`config.mk`:
```
export PLATFORM = sky130hd
export DESIGN_NAME = sseg_scan_ctrl_flat
export DESIGN_NICKNAME = d
export VERILOG_FILES = /design/src/rtl/sseg_scan_ctrl_pkg.sv /design/src/rtl/sseg_scan_ctrl_if.sv /design/src/rtl/sseg_scan_ctrl_hex_to_sseg.sv /design/src/rtl/sseg_scan_ctrl.sv /design/src/flat_wrapper.sv
export SDC_FILE = /design/constraint.sdc
export NUM_CORES = 1
export LEC_CHECK = 0
export CAP_MARGIN = 20
export CORE_MARGIN = 4
export CORE_UTILIZATION = 57
export CTS_BUF_LIST = sky130_fd_sc_hd__clkbuf_8
export CTS_CLUSTER_SIZE = 24
export DETAILED_ROUTE_END_ITERATION = 10
export PLACE_DENSITY = 0.81
export SYNTH_ARGS = -nofsm -noshare
export SYNTH_HDL_FRONTEND = slang
export SYNTH_SLANG_ARGS = --single-unit
```
`constraint.sdc`:
```
create_clock -name clk -period 3.35 [get_ports clk]
set_input_delay 0.5025 -clock clk [delete_from_list [all_inputs] [get_ports clk]]
set_output_delay 0.5025 -clock clk [all_outputs]
set_load 0.02 [all_outputs]
```
`src/rtl/sseg_scan_ctrl_pkg.sv`:
```
// Shared definitions for the seven-segment scan controller: FSM encoding,
// dark-display constants and the active-low hex segment table.
package sseg_scan_ctrl_pkg;

  typedef enum logic [1:0] {
    IDLE  = 2'd0,
    SHOW  = 2'd1,
    BLANK = 2'd2
  } scan_state_t;

  localparam logic [3:0] AN_OFF  = 4'hF;
  localparam logic [6:0] SEG_OFF = 7'h7F;

  // Segment order {g,f,e,d,c,b,a}; a 0 bit lights the segment.
  localparam logic [6:0] SEG_TABLE [16] = '{
    7'h40, 7'h79, 7'h24, 7'h30,
    7'h19, 7'h12, 7'h02, 7'h78,
    7'h00, 7'h10, 7'h08, 7'h03,
    7'h46, 7'h21, 7'h06, 7'h0E
  };

  function automatic logic [3:0] an_onehot_low(input logic [1:0] idx);
    return ~(4'b0001 << idx);
  endfunction

endpackage

```
`src/rtl/sseg_scan_ctrl_if.sv`:
```
// Datapath-side and pin-side signals of the scan controller; the controller
// is the slave, whoever supplies the hex value and watches the pins is master.
interface sseg_scan_ctrl_if;

  logic        en;
  logic        lzb;
  logic [15:0] digits;
  logic [3:0]  dp;
  logic [3:0]  an;
  logic [6:0]  seg;
  logic        dp_n;
  logic        frame_tick;

  modport master (
    output en, lzb, digits, dp,
    input  an, seg, dp_n, frame_tick
  );

  modport slave (
    input  en, lzb, digits, dp,
    output an, seg, dp_n, frame_tick
  );

endinterface

```
`src/rtl/sseg_scan_ctrl_hex_to_sseg.sv`:
```
// Combinational 4-bit hex to active-low seven-segment decoder.
module hex_to_sseg
  import sseg_scan_ctrl_pkg::*;
(
  input  logic [3:0] hex,
  output logic [6:0] seg
);

  assign seg = SEG_TABLE[hex];

endmodule

```
`src/rtl/sseg_scan_ctrl.sv`:
```
// Four-digit common-anode display scanner: SHOW slots separated by all-off
// BLANK gaps, optional leading-zero blanking, registered pin outputs.
module sseg_scan_ctrl
  import sseg_scan_ctrl_pkg::*;
#(
  parameter int SCAN_DIV     = 50000,
  parameter int BLANK_CYCLES = 16
) (
  input  logic           clk,
  input  logic           rst,
  sseg_scan_ctrl_if.slave bus
);

  if (SCAN_DIV < 2 || SCAN_DIV > 65536) begin : g_bad_scan_div
    $error("sseg_scan_ctrl: SCAN_DIV=%0d outside 2..65536", SCAN_DIV);
  end
  if (BLANK_CYCLES < 1 || BLANK_CYCLES > 256) begin : g_bad_blank_cycles
    $error("sseg_scan_ctrl: BLANK_CYCLES=%0d outside 1..256", BLANK_CYCLES);
  end

  localparam logic [15:0] SCAN_TC  = 16'(SCAN_DIV - 1);
  localparam logic [7:0]  BLANK_TC = 8'(BLANK_CYCLES - 1);

  scan_state_t state, state_nxt;
  logic [1:0]  idx, idx_nxt;
  logic [15:0] presc, presc_nxt;
  logic [7:0]  blank_cnt, blank_nxt;
  logic [3:0]  an_nxt;
  logic [6:0]  seg_nxt;
  logic        dpn_nxt;
  logic        ft_nxt;
  logic [3:0]  suppress;
  logic [3:0]  nibble;
  logic [6:0]  seg_dec;

  // A digit is suppressed only when it and every digit to its left are zero.
  always_comb begin
    suppress = 4'b0000;
    if (bus.lzb) begin
      suppress[3] = (bus.digits[15:12] == 4'h0);
      suppress[2] = suppress[3] && (bus.digits[11:8] == 4'h0);
      suppress[1] = suppress[2] && (bus.digits[7:4] == 4'h0);
    end
  end

  assign nibble = bus.digits[{idx_nxt, 2'b00} +: 4];

  hex_to_sseg u_dec (
    .hex (nibble),
    .seg (seg_dec)
  );

  // Counters are cleared whenever their state is not being continued.
  always_comb begin
    state_nxt = state;
    idx_nxt   = idx;
    presc_nxt = '0;
    blank_nxt = '0;
    ft_nxt    = 1'b0;
    if (!bus.en) begin
      state_nxt = IDLE;
      idx_nxt   = 2'd0;
    end else begin
      case (state)
        IDLE: begin
          state_nxt = SHOW;
          idx_nxt   = 2'd0;
        end
        SHOW: begin
          if (presc == SCAN_TC) state_nxt = BLANK;
          else                  presc_nxt = presc + 16'd1;
        end
        BLANK: begin
          if (blank_cnt == BLANK_TC) begin
            state_nxt = SHOW;
            idx_nxt   = idx + 2'd1;
            ft_nxt    = (idx == 2'd3);
          end else begin
            blank_nxt = blank_cnt + 8'd1;
          end
        end
        default: begin
          state_nxt = IDLE;
          idx_nxt   = 2'd0;
        end
      endcase
    end
  end

  // Pins are computed from the upcoming state so they change on the same edge.
  always_comb begin
    an_nxt  = AN_OFF;
    seg_nxt = SEG_OFF;
    dpn_nxt = 1'b1;
    if (state_nxt == SHOW && !suppress[idx_nxt]) begin
      an_nxt  = an_onehot_low(idx_nxt);
      seg_nxt = seg_dec;
      dpn_nxt = ~bus.dp[idx_nxt];
    end
  end

  always_ff @(posedge clk or posedge rst) begin
    if (rst) begin
      state          <= IDLE;
      idx            <= 2'd0;
      presc          <= '0;
      blank_cnt      <= '0;
      bus.an         <= AN_OFF;
      bus.seg        <= SEG_OFF;
      bus.dp_n       <= 1'b1;
      bus.frame_tick <= 1'b0;
    end else begin
      state          <= state_nxt;
      idx            <= idx_nxt;
      presc          <= presc_nxt;
      blank_cnt      <= blank_nxt;
      bus.an         <= an_nxt;
      bus.seg        <= seg_nxt;
      bus.dp_n       <= dpn_nxt;
      bus.frame_tick <= ft_nxt;
    end
  end

endmodule

```
`src/flat_wrapper.sv`:
```
// flat-port wrapper written by rule: the top's interface ports become plain ports
module sseg_scan_ctrl_flat import sseg_scan_ctrl_pkg::*;
#(
  parameter int SCAN_DIV     = 50000,
  parameter int BLANK_CYCLES = 16
)
  (clk, rst, bus_en, bus_lzb, bus_digits, bus_dp, bus_an, bus_seg, bus_dp_n, bus_frame_tick);
  sseg_scan_ctrl_if bus_i ();
  input  logic clk;
  input  logic rst;
  input wire logic [$bits(bus_i.en)-1:0] bus_en;
  input wire logic [$bits(bus_i.lzb)-1:0] bus_lzb;
  input wire logic [$bits(bus_i.digits)-1:0] bus_digits;
  input wire logic [$bits(bus_i.dp)-1:0] bus_dp;
  output wire logic [$bits(bus_i.an)-1:0] bus_an;
  output wire logic [$bits(bus_i.seg)-1:0] bus_seg;
  output wire logic [$bits(bus_i.dp_n)-1:0] bus_dp_n;
  output wire logic [$bits(bus_i.frame_tick)-1:0] bus_frame_tick;
  assign bus_i.en = bus_en;
  assign bus_i.lzb = bus_lzb;
  assign bus_i.digits = bus_digits;
  assign bus_i.dp = bus_dp;
  assign bus_an = bus_i.an;
  assign bus_seg = bus_i.seg;
  assign bus_dp_n = bus_i.dp_n;
  assign bus_frame_tick = bus_i.frame_tick;
  sseg_scan_ctrl #(.SCAN_DIV(SCAN_DIV), .BLANK_CYCLES(BLANK_CYCLES)) u_core (.clk(clk), .rst(rst), .bus(bus_i));
endmodule
```
[Yosys cells after proc, flatten, opt, wreduce, memory -nomap -nowiden]
Memory sizes are Yosys's and may differ from the RTL's.
Index checks and enable logic that the tools add are counted.
Storage, ports and cells
  register bits: 41
  ROM bits: 112
  input bits: 24
  output and inout port bits: 13
  logic and storage cells: 59
  memories kept: 1
Memories
  (name not given): words 16, width 7, read ports 1, clocked after memory_dff 0, write ports 0, line sseg_scan_ctrl_hex_to_sseg.sv:9  | assign seg = SEG_TABLE[hex];
Cells by class
  add/subtract/negate cells: 3
  magnitude comparators: 2
  equal/unequal tests: 6
  shift operators: 2
  multiplexer cells: 26
  bitwise gates (word level): 3
  reductions and logical operators: 8
Operators with widths (number)
  $mux 16: 3
  $mux 8: 3
  $mux 7: 3
  $add 16x1->16 const B: 1
  $eq 16x16->1 const B: 1
  $shiftx 16x5->4: 1
  $logic_not 4->1: 3
  $mux 2: 5
  $add 8x1->8 const B: 1
  $eq 8x4->1 const B: 1
  $mux 1: 6
  $pmux 2 s3: 1
  $ge 5x5->1 const B: 1
  $not 4->5: 1
  $bmux 1 s2: 2
  $eq 2x1->1 const B: 2
  $eq 2x2->1 const B: 2
  $mux 4: 1
  $not 4->4: 1
  $pmux 2 s2: 1
  $shl 1x2->4 const A: 1
  $logic_and 1x1->1: 3
  $lt 2x3->1 const B: 1
  $mux 3: 1
  4 further kinds: 4

[Depth between registers and ports, before layout]
  word-level depth: 10
  mapped depth: 15
  mapped depth without buffers: 13

[By module]
A second synthesis with hierarchy kept.
Second synthesis, totals
  cells, all modules: 246
  area, all modules: 2508.7 um2
By module, submodules not included
  sseg_scan_ctrl: instances 1, cells each 215, area each 2245.9 um2, sequential area each 1041.0 um2
  hex_to_sseg: instances 1, cells each 31, area each 262.8 um2, sequential area each 0.0 um2

[Worst setup path before layout]
Ideal clock, no wire load.
  kind: register -> register
  start: register u_core.state[1]
  end: register u_core.bus.seg[3]
  library setup time: 79 ps
  arrival time: 2729 ps
  data required time: 3271 ps
  path slack: 543 ps
  stages on the path, launching flop included: 14
  buffers on the path: 1
  period minus slack after synthesis: 2807 ps
  path through: dfrtp_1 > inv_1 > ha_1 > and4b_1 > a211o_1 > and2_1 > buf_6 > mux2_2 > mux2i_4 > inv_2 > ha_1 > mux2_2 > mux2i_1 > nand2_1
On the way
  word-level cells in the longest chain between the ends: 9
  elaborated cells between the ends (all ways): 20
  classes of those cells: eq/ne: 3; shift: 1; mux: 11; bitwise: 1; reduce/logical: 3; memory: 1
RTL lines
  start: declaration: line sseg_scan_ctrl.sv:24  | scan_state_t state, state_nxt;
  start signal: assignment: line sseg_scan_ctrl.sv:113  | state <= state_nxt;
  $eq 2x2->1 or $eq 2x1->1 (tied branches): line sseg_scan_ctrl.sv:64  | case (state)
  $pmux 2 s2: line sseg_scan_ctrl.sv:64
  $mux 2: line sseg_scan_ctrl.sv:60  | if (!bus.en) begin
  $shiftx 16x5->4: line sseg_scan_ctrl.sv:46  | assign nibble = bus.digits[{idx_nxt, 2'b00} +: 4];
  $not 4->5 (implied by the code): line sseg_scan_ctrl_hex_to_sseg.sv:9
  $mem_v2 16x7
  $mux 7 (implied by the code) (2 in series): line sseg_scan_ctrl_hex_to_sseg.sv:9
  $mux 7 *: line sseg_scan_ctrl.sv:95  | if (state_nxt == SHOW && !suppress[idx_nxt]) begin
  via u_core.seg_nxt[3]: line sseg_scan_ctrl.sv:29  | logic [6:0] seg_nxt;
  end signal: assignment: line sseg_scan_ctrl.sv:118  | bus.seg <= seg_nxt;
  end: declaration: line sseg_scan_ctrl_if.sv:21  | output an, seg, dp_n, frame_tick
Mark *: on every way through the listed nets, which the timed path passes. The rest lies on a longest branch. The select of a mux whose other input is x is not followed.

[Final worst setup path]
  start: register u_core.state[0]
  end: register u_core.bus.seg[3]
The elaborated chain is that of the path after synthesis.

==> out/qor.csv <==
metric;value;unit
status;complete, no violations;
Slew @ Worst Pin;0.656;ns
max_slew headroom;56.1;%
initial antenna violation count;0;
Final Hold Vio Count;0;
share of layout cells above drive strength 1;13.0;%
root buf cell;clkbuf_8;
via count;2070;
die area;0.00570;mm^2
total CTS buffers;5;
Fin Clk Skew;0.00296;ns
Final ANT Viol Nets;0;
count of hold-fix buffers inserted at cts;0;
DP HPWL;4170;um
Max Slew Vio Count;0;
multi-input combinational cell area;0.00142;mm^2
post-CTS setup buffer count;0;
first-pass GRT wire length;9080;um
Initial Util;59.3;%
RePlAce Congestion;0.898;
Synth Area per Inst;9.66;um^2
CP peak stage delay;0.42;ns
die height;75.5;um
delay-heaviest family, CP;multiplexers;
Max-cap violations;0;
Max Clk Rate;317;MHz
# rows;24;
sequential share of the synthesized area;40.1;%
CP Cell Sequence;inv_1, ha_1, nor2_1, a211o_1, and2_1, mux2_2, mux2i_4, inv_2, ha_1, mux2_2, mux2i_1, nand2_1;
drt pass-1 iters;4;
Num Clock Sinks;41;
largest cells by area after synthesis;dfrtp_1 28%, dfstp_2 12%, ha_1 6.3%;
CTS tree;yes;
setup tns final;0;ns
Worst VDD drop;195;uV
RSZ-0062 raised after global routing;false;
critical path class;flip-flop to flip-flop;
CP startpoint kind;flip-flop;
n_diodes;0;
Ys Warns;0;
H-tree levels;2;
area leader, netlist;dfrtp_1;
vias per std cell;5.77;
IO Port Bufs;36;
routed len/inst;15.2;um
count leader, synth;nor2_1;
fill cell count;313;
Worst setup EP type;flip-flop;
Routed Wire Length;5450;um
DIE WIDTH;75.5;um
Synth cell types;52;
Nets;343;
Hold Crit Class;flip-flop to flip-flop;
DRC viols;0;
pwr dens;346;mW/mm^2
Synth Register Bits;41;
GRT Resource Usage Total;20.5;%
number of enable flip-flop cells after synthesis;0;
Fin Hold WS;0.469;ns
vias in the first global route;1974;
Leak;1.30;nW
Area Growth Syn to Fin;19.1;%
Post-Syn Instances;269;
CP max FO;8;
Worst EP arrival;3.35;ns
Final period util;94.2;%
Mapped Nets;306;
mapped cell area;0.00260;mm^2
Ports;37;
Reg clk slew, reported paths;0.08;ns
most common flop cell mapped by yosys;dfrtp_1;
CP Buf/Inv Count;2;
Worst-Skew Late Latency;0.29;ns
Post-synth ARST share;100;%
Setup violations, final;0;
CP max stage cell;dfrtp_1;
top cells by count, synth;33 x nor2_1, 29 x dfrtp_1, 24 x nand2_1;
Post-CTS Resized;0;
grt total ovfl;0;
pin count of the biggest net entering global routing;42;
WP data required;3.55;ns
post-route minimum period;3.16;ns
Clock Path Buffers;2;
core area;0.00438;mm^2
Synth top area share;27.9;%
drt initial violations;86;
Storage cell area;0.00104;mm^2
worst paths after layout:
kind                                     startpoint                  end  slack [ns]  depth (start not counted)
worst min register to register  u_core.blank_cnt[0]  u_core.blank_cnt[0]        0.47                          1
worst max register to register      u_core.state[0]    u_core.bus.seg[3]        0.19                         12
worst min-delay path            u_core.blank_cnt[0]  u_core.blank_cnt[0]        0.47                          1
min in group asynchronous                       rst     u_core.presc[12]        0.63                          3
worst max-delay path                u_core.state[0]    u_core.bus.seg[3]        0.19                         12
max in group asynchronous                       rst    u_core.bus.seg[3]        2.35                          3
through the flow:
stage	worst slack, ns	cell area (um^2)	instances	power [W]	utilization, %
after floorplan	0.543	2600	269	0.000614	-
after global placement	0.220	2980	351	0.000676	68.0
after detailed placement	0.142	2980	351	0.000679	68.0
after CTS	0.213	3100	359	0.00108	70.6
after global routing	0.0160	3100	359	0.00112	70.6
final	0.193	3100	359	0.00107	70.6
cells by family (layout without fill, tap and decap cells):
kind of cell               count (synthesis)  count (layout)  synth area share [%]
buffers and inverters                     26              64                  5.34
and+or+nand+nor                          118             118                  23.1
DFF                                       41              41                  40.1
xor gates and xnor gates                  23              23                  7.75
adders and majority gates                 13              13                  6.26
AOI/OAI and AO/OA                         35              35                  10.7
muxes                                     13              13                  6.79
routing by layer:
metal  GRT usage (%)  share of wire (%)  wire (um)  vias to the layer above
li1                -                  -          -                     1022
met4            6.21                1.4         76                        0
met1            27.6                 45       2460                      985
met5               0                  0          0                        -
met3            3.69                4.1        223                        7
met2            33.7                 49       2690                       56
where the power goes:
group	switching [W]	internal [W]	total [W]
Combinational	0.0000805	0.0000717	0.000152
Clock	0.000164	0.000240	0.000404
Sequential	0.00000437	0.000512	0.000516
area by class of cell:
| cell class | count | share of cell area (%) |
|---|---|---|
| clock buffer | 6 | 2.67 |
| multi-input combinational | 202 | 45.8 |
| timing repair buffer | 41 | 12.9 |
| clock inverter | 2 | 1.09 |
| tap | 52 | 2.10 |
| sequential | 41 | 33.6 |
| inverter | 15 | 1.82 |
sequential cells by signal (all words and copies together), names as in the netlist:
name	cells
u_core.bus.frame_tick	1
u_core.blank_cnt	8
u_core.bus.dp_n	1
u_core.state	2
u_core.bus.an	4
u_core.idx	2
u_core.bus.seg	7
u_core.presc	16
worst register-to-register path, delay by kind of cell, from the launching register on:
family,cells,cell delay (ns)
and+or+nand+nor,3,0.66
adders and majority gates,2,0.53
buffers and inverters,2,0.18
AOI/OAI and AO/OA,1,0.24
muxes,4,1.03
DFF,1,0.42
layout by cell type (no fill, tap or decap), types with 8 or more instances in the layout:
cell / n
ha_1: 13
clkdlybuf4s50_1: 36
xnor2_1: 10
nor4_1: 8
nand3_1: 22
xor2_1: 13
inv_1: 13
nor2_1: 33
nand2_1: 24
dfrtp_1: 29
dfstp_2: 12
No activity file was read; power rests on OpenSTA's default activity.
